File: src/rtl/lock_pkg.sv
`default_nettype none
// ============================================================================
// lock_pkg: constants, code type and editor state type for the lock's password
// editor. Revision: 1.0
// ============================================================================
package lock_pkg;

  localparam logic [2:0] LOCK_UNLOCKED = 3'd4;
  localparam int         NUM_DIGITS    = 8;
  localparam logic [3:0] DIGIT_MAX     = 4'd9;

  // Element 0 is digit1, so a BCD word like 32'h1234_5678 maps straight across.
  typedef logic [0:NUM_DIGITS-1][3:0] code_t;

  typedef enum logic [1:0] {
    ST_IDLE    = 2'd0,
    ST_ENTRY   = 2'd1,
    ST_CONFIRM = 2'd2,
    ST_CHECK   = 2'd3
  } edit_state_e;

  function automatic logic [3:0] digit_inc(input logic [3:0] d);
    return (d >= DIGIT_MAX) ? 4'd0 : d + 4'd1;
  endfunction

endpackage
`default_nettype wire

File: src/rtl/btn_sync_edge.sv
`default_nettype none
// ============================================================================
// btn_sync_edge: two-flop synchronizer plus rising-edge detector, one-cycle
// pulse per press. Revision: 1.0
// ============================================================================
module btn_sync_edge (
  input  logic clk,
  input  logic rst,
  input  logic btn_i,
  output logic pulse_o
);

  logic sync1_q;
  logic sync2_q;
  logic prev_q;

  always_ff @(posedge clk or posedge rst) begin
    if (rst) begin
      sync1_q <= 1'b0;
      sync2_q <= 1'b0;
      prev_q  <= 1'b0;
    end else begin
      sync1_q <= btn_i;
      sync2_q <= sync1_q;
      prev_q  <= sync2_q;
    end
  end

  assign pulse_o = sync2_q & ~prev_q;

endmodule
`default_nettype wire

File: src/rtl/password_writer.sv
`default_nettype none
// ============================================================================
// password_writer: edits and commits the 8-digit lock password while unlocked.
// PW_CONFIRM_EN enables the second (confirmation) entry pass. Revision: 1.0
// ============================================================================
module password_writer
  import lock_pkg::*;
#(
  parameter logic [31:0] DEFAULT_PASSWORD = 32'h1234_5678,
  parameter int unsigned TIMEOUT_CYCLES   = 500_000_000
) (
  input  logic       clk,
  input  logic       rst,
  input  logic [2:0] lock_state,
  input  logic       btn_set,
  input  logic       btn_inc,
  input  logic       btn_next,
  output logic [3:0] digit1_password,
  output logic [3:0] digit2_password,
  output logic [3:0] digit3_password,
  output logic [3:0] digit4_password,
  output logic [3:0] digit5_password,
  output logic [3:0] digit6_password,
  output logic [3:0] digit7_password,
  output logic [3:0] digit8_password,
  output logic       edit_active,
  output logic       edit_phase,
  output logic [2:0] edit_index,
  output logic [3:0] edit_value,
  output logic       commit_ok,
  output logic       commit_fail,
  output logic       edit_abort
);

  localparam int unsigned      CNT_W    = $clog2(TIMEOUT_CYCLES);
  localparam logic [CNT_W-1:0] CNT_LAST = CNT_W'(TIMEOUT_CYCLES - 1);
  localparam logic [2:0]       IDX_LAST = 3'(NUM_DIGITS - 1);

  logic set_pulse;
  logic inc_pulse;
  logic next_pulse;

  edit_state_e      state_q, state_d;
  logic [2:0]       index_q, index_d;
  logic [3:0]       value_q, value_d;
  code_t            entry_q, entry_d;
  code_t            pw_q, pw_d;
  logic [CNT_W-1:0] cnt_q, cnt_d;
  logic             active_q, active_d;
  logic             ok_q, ok_d;
  logic             abort_q, abort_d;
`ifdef PW_CONFIRM_EN
  code_t            confirm_q, confirm_d;
  logic             phase_q, phase_d;
  logic             fail_q, fail_d;
`endif

  btn_sync_edge u_sync_set  (.clk(clk), .rst(rst), .btn_i(btn_set),  .pulse_o(set_pulse));
  btn_sync_edge u_sync_inc  (.clk(clk), .rst(rst), .btn_i(btn_inc),  .pulse_o(inc_pulse));
  btn_sync_edge u_sync_next (.clk(clk), .rst(rst), .btn_i(btn_next), .pulse_o(next_pulse));

  always_comb begin
    state_d = state_q;
    index_d = index_q;
    value_d = value_q;
    entry_d = entry_q;
    pw_d    = pw_q;
    cnt_d   = '0;
    ok_d    = 1'b0;
    abort_d = 1'b0;
`ifdef PW_CONFIRM_EN
    confirm_d = confirm_q;
    fail_d    = 1'b0;
`endif
    case (state_q)
      ST_IDLE: begin
        if (set_pulse && lock_state == LOCK_UNLOCKED) begin
          state_d = ST_ENTRY;
          index_d = '0;
          value_d = '0;
          entry_d = '0;
`ifdef PW_CONFIRM_EN
          confirm_d = '0;
`endif
        end
      end
      ST_ENTRY, ST_CONFIRM: begin
        cnt_d = cnt_q + CNT_W'(1);
        // Cancel, lock loss and timeout all abandon the edit the same way.
        if (set_pulse || lock_state != LOCK_UNLOCKED || cnt_q == CNT_LAST) begin
          state_d = ST_IDLE;
          index_d = '0;
          value_d = '0;
          cnt_d   = '0;
          abort_d = 1'b1;
        end else if (next_pulse) begin
          cnt_d = '0;
`ifdef PW_CONFIRM_EN
          if (state_q == ST_CONFIRM) confirm_d[index_q] = value_q;
          else                       entry_d[index_q]   = value_q;
`else
          entry_d[index_q] = value_q;
`endif
          index_d = index_q + 3'd1;
          value_d = '0;
          if (index_q == IDX_LAST) begin
            index_d = '0;
`ifdef PW_CONFIRM_EN
            state_d = (state_q == ST_ENTRY) ? ST_CONFIRM : ST_CHECK;
`else
            state_d = ST_CHECK;
`endif
          end
        end else if (inc_pulse) begin
          cnt_d   = '0;
          value_d = digit_inc(value_q);
        end
      end
      ST_CHECK: begin
        state_d = ST_IDLE;
`ifdef PW_CONFIRM_EN
        if (entry_q == confirm_q) begin
          pw_d = entry_q;
          ok_d = 1'b1;
        end else begin
          fail_d = 1'b1;
        end
`else
        pw_d = entry_q;
        ok_d = 1'b1;
`endif
      end
      default: state_d = ST_IDLE;
    endcase
    active_d = (state_d != ST_IDLE);
`ifdef PW_CONFIRM_EN
    phase_d = (state_d == ST_CONFIRM);
`endif
  end

  always_ff @(posedge clk or posedge rst) begin
    if (rst) begin
      state_q  <= ST_IDLE;
      index_q  <= '0;
      value_q  <= '0;
      entry_q  <= '0;
      pw_q     <= DEFAULT_PASSWORD;
      cnt_q    <= '0;
      active_q <= 1'b0;
      ok_q     <= 1'b0;
      abort_q  <= 1'b0;
`ifdef PW_CONFIRM_EN
      confirm_q <= '0;
      phase_q   <= 1'b0;
      fail_q    <= 1'b0;
`endif
    end else begin
      state_q  <= state_d;
      index_q  <= index_d;
      value_q  <= value_d;
      entry_q  <= entry_d;
      pw_q     <= pw_d;
      cnt_q    <= cnt_d;
      active_q <= active_d;
      ok_q     <= ok_d;
      abort_q  <= abort_d;
`ifdef PW_CONFIRM_EN
      confirm_q <= confirm_d;
      phase_q   <= phase_d;
      fail_q    <= fail_d;
`endif
    end
  end

  assign digit1_password = pw_q[0];
  assign digit2_password = pw_q[1];
  assign digit3_password = pw_q[2];
  assign digit4_password = pw_q[3];
  assign digit5_password = pw_q[4];
  assign digit6_password = pw_q[5];
  assign digit7_password = pw_q[6];
  assign digit8_password = pw_q[7];
  assign edit_active     = active_q;
  assign edit_index      = index_q;
  assign edit_value      = value_q;
  assign commit_ok       = ok_q;
  assign edit_abort      = abort_q;
`ifdef PW_CONFIRM_EN
  assign edit_phase      = phase_q;
  assign commit_fail     = fail_q;
`else
  assign edit_phase      = 1'b0;
  assign commit_fail     = 1'b0;
`endif

endmodule
`default_nettype wire

File: config.mk
export PLATFORM = sky130hd
export DESIGN_NAME = password_writer
export DESIGN_NICKNAME = d
export VERILOG_FILES = /design/src/rtl/lock_pkg.sv /design/src/rtl/btn_sync_edge.sv /design/src/rtl/password_writer.sv
export SDC_FILE = /design/constraint.sdc
export NUM_CORES = 1
export LEC_CHECK = 0
export CAP_MARGIN = 20
export CORE_MARGIN = 2
export CORE_UTILIZATION = 30
export DETAILED_ROUTE_END_ITERATION = 10
export GPL_TIMING_DRIVEN = 0
export PLACE_DENSITY = 0.52
export SYNTH_ARGS = -nofsm -noshare
export SYNTH_HDL_FRONTEND = slang
export SYNTH_SLANG_ARGS = --single-unit
File: constraint.sdc
create_clock -name clk -period 4.27 [get_ports clk]
set_clock_uncertainty 0.15 [all_clocks]
set_input_delay 0.854 -clock clk [delete_from_list [all_inputs] [get_ports clk]]
set_output_delay 0.854 -clock clk [all_outputs]
set_load 0.02 [all_outputs]
==> run metrics, run 1 <==
synthesized flop and latch total=114; critical path's slowest cell=clkdlybuf4s50_1; Clock Tree Root=clkbuf_16; r2r startpoint=state_q[1]; critical path's top delay family=compound AO/OA/AOI/OAI gates; H-tree Lvls=4; status=finished, final reports clean; # DRC=0; clock buffer depth=2; setup_tns=0 ns; total track usage=13.50%; HP Start=u_sync_set.sync1_q; drt initial violations=166; DP Area=0.005776 mm^2; Hold Fails Final Rpt=0; final max-slew violation count=0; initial antenna violation count=0; die width=132.8 um; Post-Synthesis Cells=414; CTS hold repair buffers=0; asr flop ratio synth=100.0%; main flop type after synthesis=dfrtp_1; routed len/inst=15.04 um; count of final setup violators=0; switching share of power=25.26%; Synth-to-Final Area Change=27.33%; crit end category=flop; worst hold-check path type=flop to flop; Via density=4.706; Worst IR Drop VDD=0.2728 mV; worst hold stages=0; final instance area=0.006336 mm^2; CTS sink cnt=114; core area=0.01641 mm^2; largest net degree at the start of global routing=63; Post-CTS Setup Inserts=0; RSZ-0062 raised after global routing=false; Die ar.=0.01763 mm^2; pwr dens=412.7 mW/mm^2; Clock Pin Slew Worst Setup and Hold Paths=0.05 ns; Inserted Diodes=0; WS Path Type=input pin to flop; Yosys warning total=0; Gate power share=7.4%; GRT Residual Overflow=0; Leak=2.680 nW; vias=3374; nets=501; Max Clk Rate=315.1 MHz; final WL=10780 um; NetSw=660.5 uW; crit path DAT=3.35 ns; Crit Path Max Fanout=10; syn_area_per_cell=12.02 um^2; EDFF count, synth=0; commonest non-fill, non-tap cell in the layout=dfrtp_1; # IOs=52; clock power share=50.4%; Synth cell types=49; CP startpoint kind=input pin; Die Y=132.8 um; CTS tree=done; row count=47; dpl hpwl=7366 um; layout cell share with drive strength beyond 1=19.92%; min cycle time layout=3.174 ns; drt pass-1 iters=4; Max-Cap Viols=0; Int Power=1.954 mW; Port Buffer Count=49; delay of the slowest critical-path stage=0.45 ns; clk_lat worst skew=0.41 ns; flop2flop setup slack=1.53 ns; path depth of the worst reg2reg path=8; Hold Path Sink=u_sync_set.sync2_q; FILL cells=1584; sequential area share after synthesis=57.66%; commonest cells after routing, fill and taps aside=101 x dfrtp_1, 49 x clkdlybuf4s50_1, 37 x nor2_1, 33 x mux2_2, 24 x o2bb2ai_1; crit path buf inv count=2; first-pass GRT wire length=18400 um; ANT nets after route=0; vias in the first global route=3490; WP data required=4.44 ns; Slew HR=52.52%; share of the clock period used by the worst path=74.33%; Slew @ Worst Pin=0.7122 ns; FF-to-FF End=entry_q[24]; CTS resizes=0; Post-Syn Area=0.004976 mm^2; RePlAce Congestion=0.7745; Num CTS Buffers=17; cell chain of the critical path=clkdlybuf4s50_1 > nor3b_2 > a31oi_1 > a21oi_1 > buf_2 > nand3_1 > o2bb2ai_1; initial core utilization=30.33%; sequential share of power=42.2%
==> logic make-up after synthesis <==
kind of cell	synth area share [%]
adder cells (fa/ha/maj)	2.263
buffers and inverters	3.571
multiplexers	8.072
other	0.07536
flip-flops	57.66
AO/OA/AOI/OAI	8.876
XOR/XNOR	4.576
AND/OR/NAND/NOR	14.91
==> power by group through the flow <==
stage	registers [mW]	logic (mW)	clock network, mW
floorplan	1.13	0.121	0
global placement	1.12	0.190	0
detailed placement	1.12	0.197	0
CTS	1.10	0.197	1.35
global route	1.10	0.218	1.40
finish	1.10	0.195	1.32
==> flip-flops by register name, indices dropped and copies added (netlist names), 3 cells and up <==
name,flops
entry_q,32
cnt_q,29
digit1_password,4
digit2_password,4
digit3_password,4
digit4_password,4
digit5_password,4
digit6_password,4
digit7_password,4
digit8_password,4
edit_value,4
edit_index,3
==> cells in the mapped netlist, types with 9 or more instances <==
cell type,n,area share (%)
inv_1,21,1.6
o2bb2ai_1,24,4.2
nand2_1,20,1.5
nand4_1,11,1.4
nand3_1,21,2.1
clkbuf_1,10,0.75
dfrtp_1,101,51
xnor2_1,18,3.2
nor3_1,10,1.0
nor2_1,37,2.8
mux2_2,33,7.5
dfstp_2,13,6.9
ha_1,9,2.3
==> layer usage <==
metal	up-vias	wire, um	part of all wire (%)	GRT usage, %
met2	60	5117	47	20.93
met3	12	324	3.0	3.716
met4	0	178	1.7	6.093
met5	-	0	0	0
met1	1677	5161	48	17.65
li1	1625	-	-	-
==> per-stage QoR <==
stage                     hold WS (ns)  setup slack (ns)  total power, mW  std cells  util [%]
after floorplan                 0.1812            0.2718            1.249        415         -
after global placement          0.1851            -1.438            1.312        684     35.02
after detailed placement        0.1871            0.7500            1.318        685     35.20
after CTS                       0.1997             1.162            2.655        717     38.62
after global routing            0.2128            0.8956            2.727        717     38.62
final                           0.1989             1.096            2.615        717     38.62
==> how the worst max path moves through the flow <==
stage	startpoint	end	slack, ns	cells past startpoint
global route	lock_state[1]	entry_q[16]	0.90	7
global placement	rst	u_sync_next.prev_q	-1.44	2
floorplan	rst	cnt_q[0]	0.27	1
detailed placement	lock_state[1]	entry_q[13]	0.75	7
CTS	lock_state[2]	entry_q[3]	1.16	7
finish	lock_state[2]	entry_q[0]	1.10	7
==> cell type report <==
cell class                      count  area [um^2]  share of cell area [%]
Multi-Input combinational cell    263         1933                   30.51
Timing Repair Buffer               50        518.0                   8.175
Clock inverter                     15        135.1                   2.133
Buffer                             17        98.84                   1.560
Tap cell                          220        275.3                   4.344
Sequential cell                   114         2869                   45.28
Inverter                           21        81.33                   1.284
Clock buffer                       17        425.4                   6.714
Power figures use the tool's default switching activity.
==> inputs of run 2 (changes only) <==
PLACE_DENSITY = 0.53   (was 0.52)
clock period = 2.78 ns   (was 4.27 ns; I/O delays follow)
==> run metrics, run 2 (same netlist as run 1, synthesis figures left out) <==
Crit Path Max Fanout=10; clock buffer depth=2; drt initial violations=145; max FFs per register=32; CTS tree=done; vias in the first global route=3447; die width=132.8 um; crit end category=flop; initial antenna violation count=0; count of final setup violators=0; Slew @ Worst Pin=0.8374 ns; met1 WL=5166 um; Post-CTS Setup Inserts=0; critical path's top delay family=compound AO/OA/AOI/OAI gates; final WL=10910 um; delay of the slowest critical-path stage=0.44 ns; Biggest register=entry_q; WS Path Type=input pin to flop; # DRC=0; clk_lat worst skew=0.42 ns; initial core utilization=30.33%; core area=0.01641 mm^2; largest net degree at the start of global routing=42; Max Used Layer=met4; CTS sink cnt=114; WP data required=2.94 ns; commonest cells after routing, fill and taps aside=101 x dfrtp_1, 49 x clkdlybuf4s50_1, 37 x nor2_1, 33 x mux2_2, 24 x o2bb2ai_1; Min Hold Slack=0.1983 ns; min cycle time layout=2.553 ns; leading registers by flop count=entry_q: 32 flops, cnt_q: 29 flops; GRT Residual Overflow=0; layout cell share with drive strength beyond 1=20.48%; ANT nets after route=0; Clock Tree Root=clkbuf_16; critical path's slowest cell=clkdlybuf4s50_1; Slew HR=44.06%; Synth-to-Final Area Change=29.39%; CTS hold repair buffers=0; RePlAce Congestion=0.7851; Hold Fails Final Rpt=0; row count=47; Via density=4.696; crit path buf inv count=2; nets=502; Max-Cap Viols=0; Leak=2.715 nW; dpl ws=-0.4500 ns; drt pass-1 iters=4; crit path DAT=2.71 ns; Inserted Diodes=0; worst setup margin=0.2271 ns; pwr dens=660.7 mW/mm^2; cell chain of the critical path=clkdlybuf4s50_1 > nor3b_4 > a31oi_2 > a21oi_1 > buf_2 > o211ai_1 > a22o_1; Num CTS Buffers=17; status=finished, final reports clean; RSZ-0062 raised after global routing=false; CP startpoint kind=input pin; Port Buffer Count=49; first-pass GRT wire length=18300 um; vias=3372; Die Y=132.8 um; Die ar.=0.01763 mm^2; metal2 WL=5218 um; # IOs=52; Clock Pin Slew Worst Setup and Hold Paths=0.06 ns; dpl hpwl=7556 um; final max-slew violation count=0; routed len/inst=15.19 um; FILL cells=1524; WL met3=352 um; worst hold-check path type=flop to flop; commonest non-fill, non-tap cell in the layout=dfrtp_1; Max Clk Rate=391.7 MHz; H-tree Lvls=4; Worst IR Drop VDD=0.3949 mV; share of the clock period used by the worst path=91.83%; total track usage=13.46%
[run 2: changes by cell type in the layout (fill, tap and decap cells not counted), moves of 2 or more]
cell,delta
clkbuf_8,+2
bufinv_16,+2
clkinv_2,-2
buf_12,+2
clkbuf_1,+2
clkinv_4,-2
nand3_1,-3
nand3_2,+3
[run 2: metrics by stage]
step	total power, mW	cell area, um^2	setup TNS [ns]	std cells	util (%)
after floorplan	1.919	4984	0	415	-
final	4.254	6439	0	718	39.24
after global routing	4.433	6439	0	718	39.24
after global placement	2.015	5749	-53.03	684	35.04
after detailed placement	2.027	5789	-12.13	686	35.29
after CTS	4.298	6417	0	718	39.11
[run 2: path summary, 6_finish.rpt]
| path | slack (ns) | cells past startpoint | end | from |
|---|---|---|---|---|
| worst max-delay path | 0.23 | 7 | entry_q[14] | lock_state[1] |
| worst min-delay path | 0.20 | 0 | u_sync_inc.sync2_q | u_sync_inc.sync1_q |
| worst max register to register | 0.27 | 7 | entry_q[22] | cnt_q[0] |
| worst min register to register | 0.20 | 0 | u_sync_inc.sync2_q | u_sync_inc.sync1_q |
| max in group asynchronous | 1.25 | 3 | digit1_password[0] | rst |
| min in group asynchronous | 0.51 | 2 | digit4_password[0] | rst |
[run 2: report_power, final]
part	switching, mW	internal [mW]
Combinational	0.215	0.0965
Sequential	0.0122	1.68
Clock	0.787	1.46
[run 2: per-layer routing]
metal,GRT usage [%],vias up
li1,-,1616
met1,16.70,1692
met2,21.82,50
met3,4.444,14
met4,5.197,0
met5,0,-
[run 2: final cells by class]
class | instances | area [um^2] | area share, %
Sequential cell | 114 | 2869 | 44.56
Multi-Input combinational cell | 263 | 1969 | 30.59
Timing Repair Buffer | 51 | 530.5 | 8.239
Clock buffer | 21 | 460.4 | 7.151
Tap cell | 220 | 275.3 | 4.275
Clock inverter | 11 | 152.6 | 2.371
Buffer | 17 | 98.84 | 1.535
Inverter | 21 | 82.58 | 1.283
[run 2: repair_timing]
item | CTS | global route
setup endpoints to repair | 15 | 32
resized for setup | 3 | 3
gates cloned | 0 | 0
==> inputs of run 3 (changes only) <==
HOLD_SLACK_MARGIN = 0.15   (was unset)
==> results of run 3 <==
No change in the layout: final DEF, timing and power equal those of run 2.
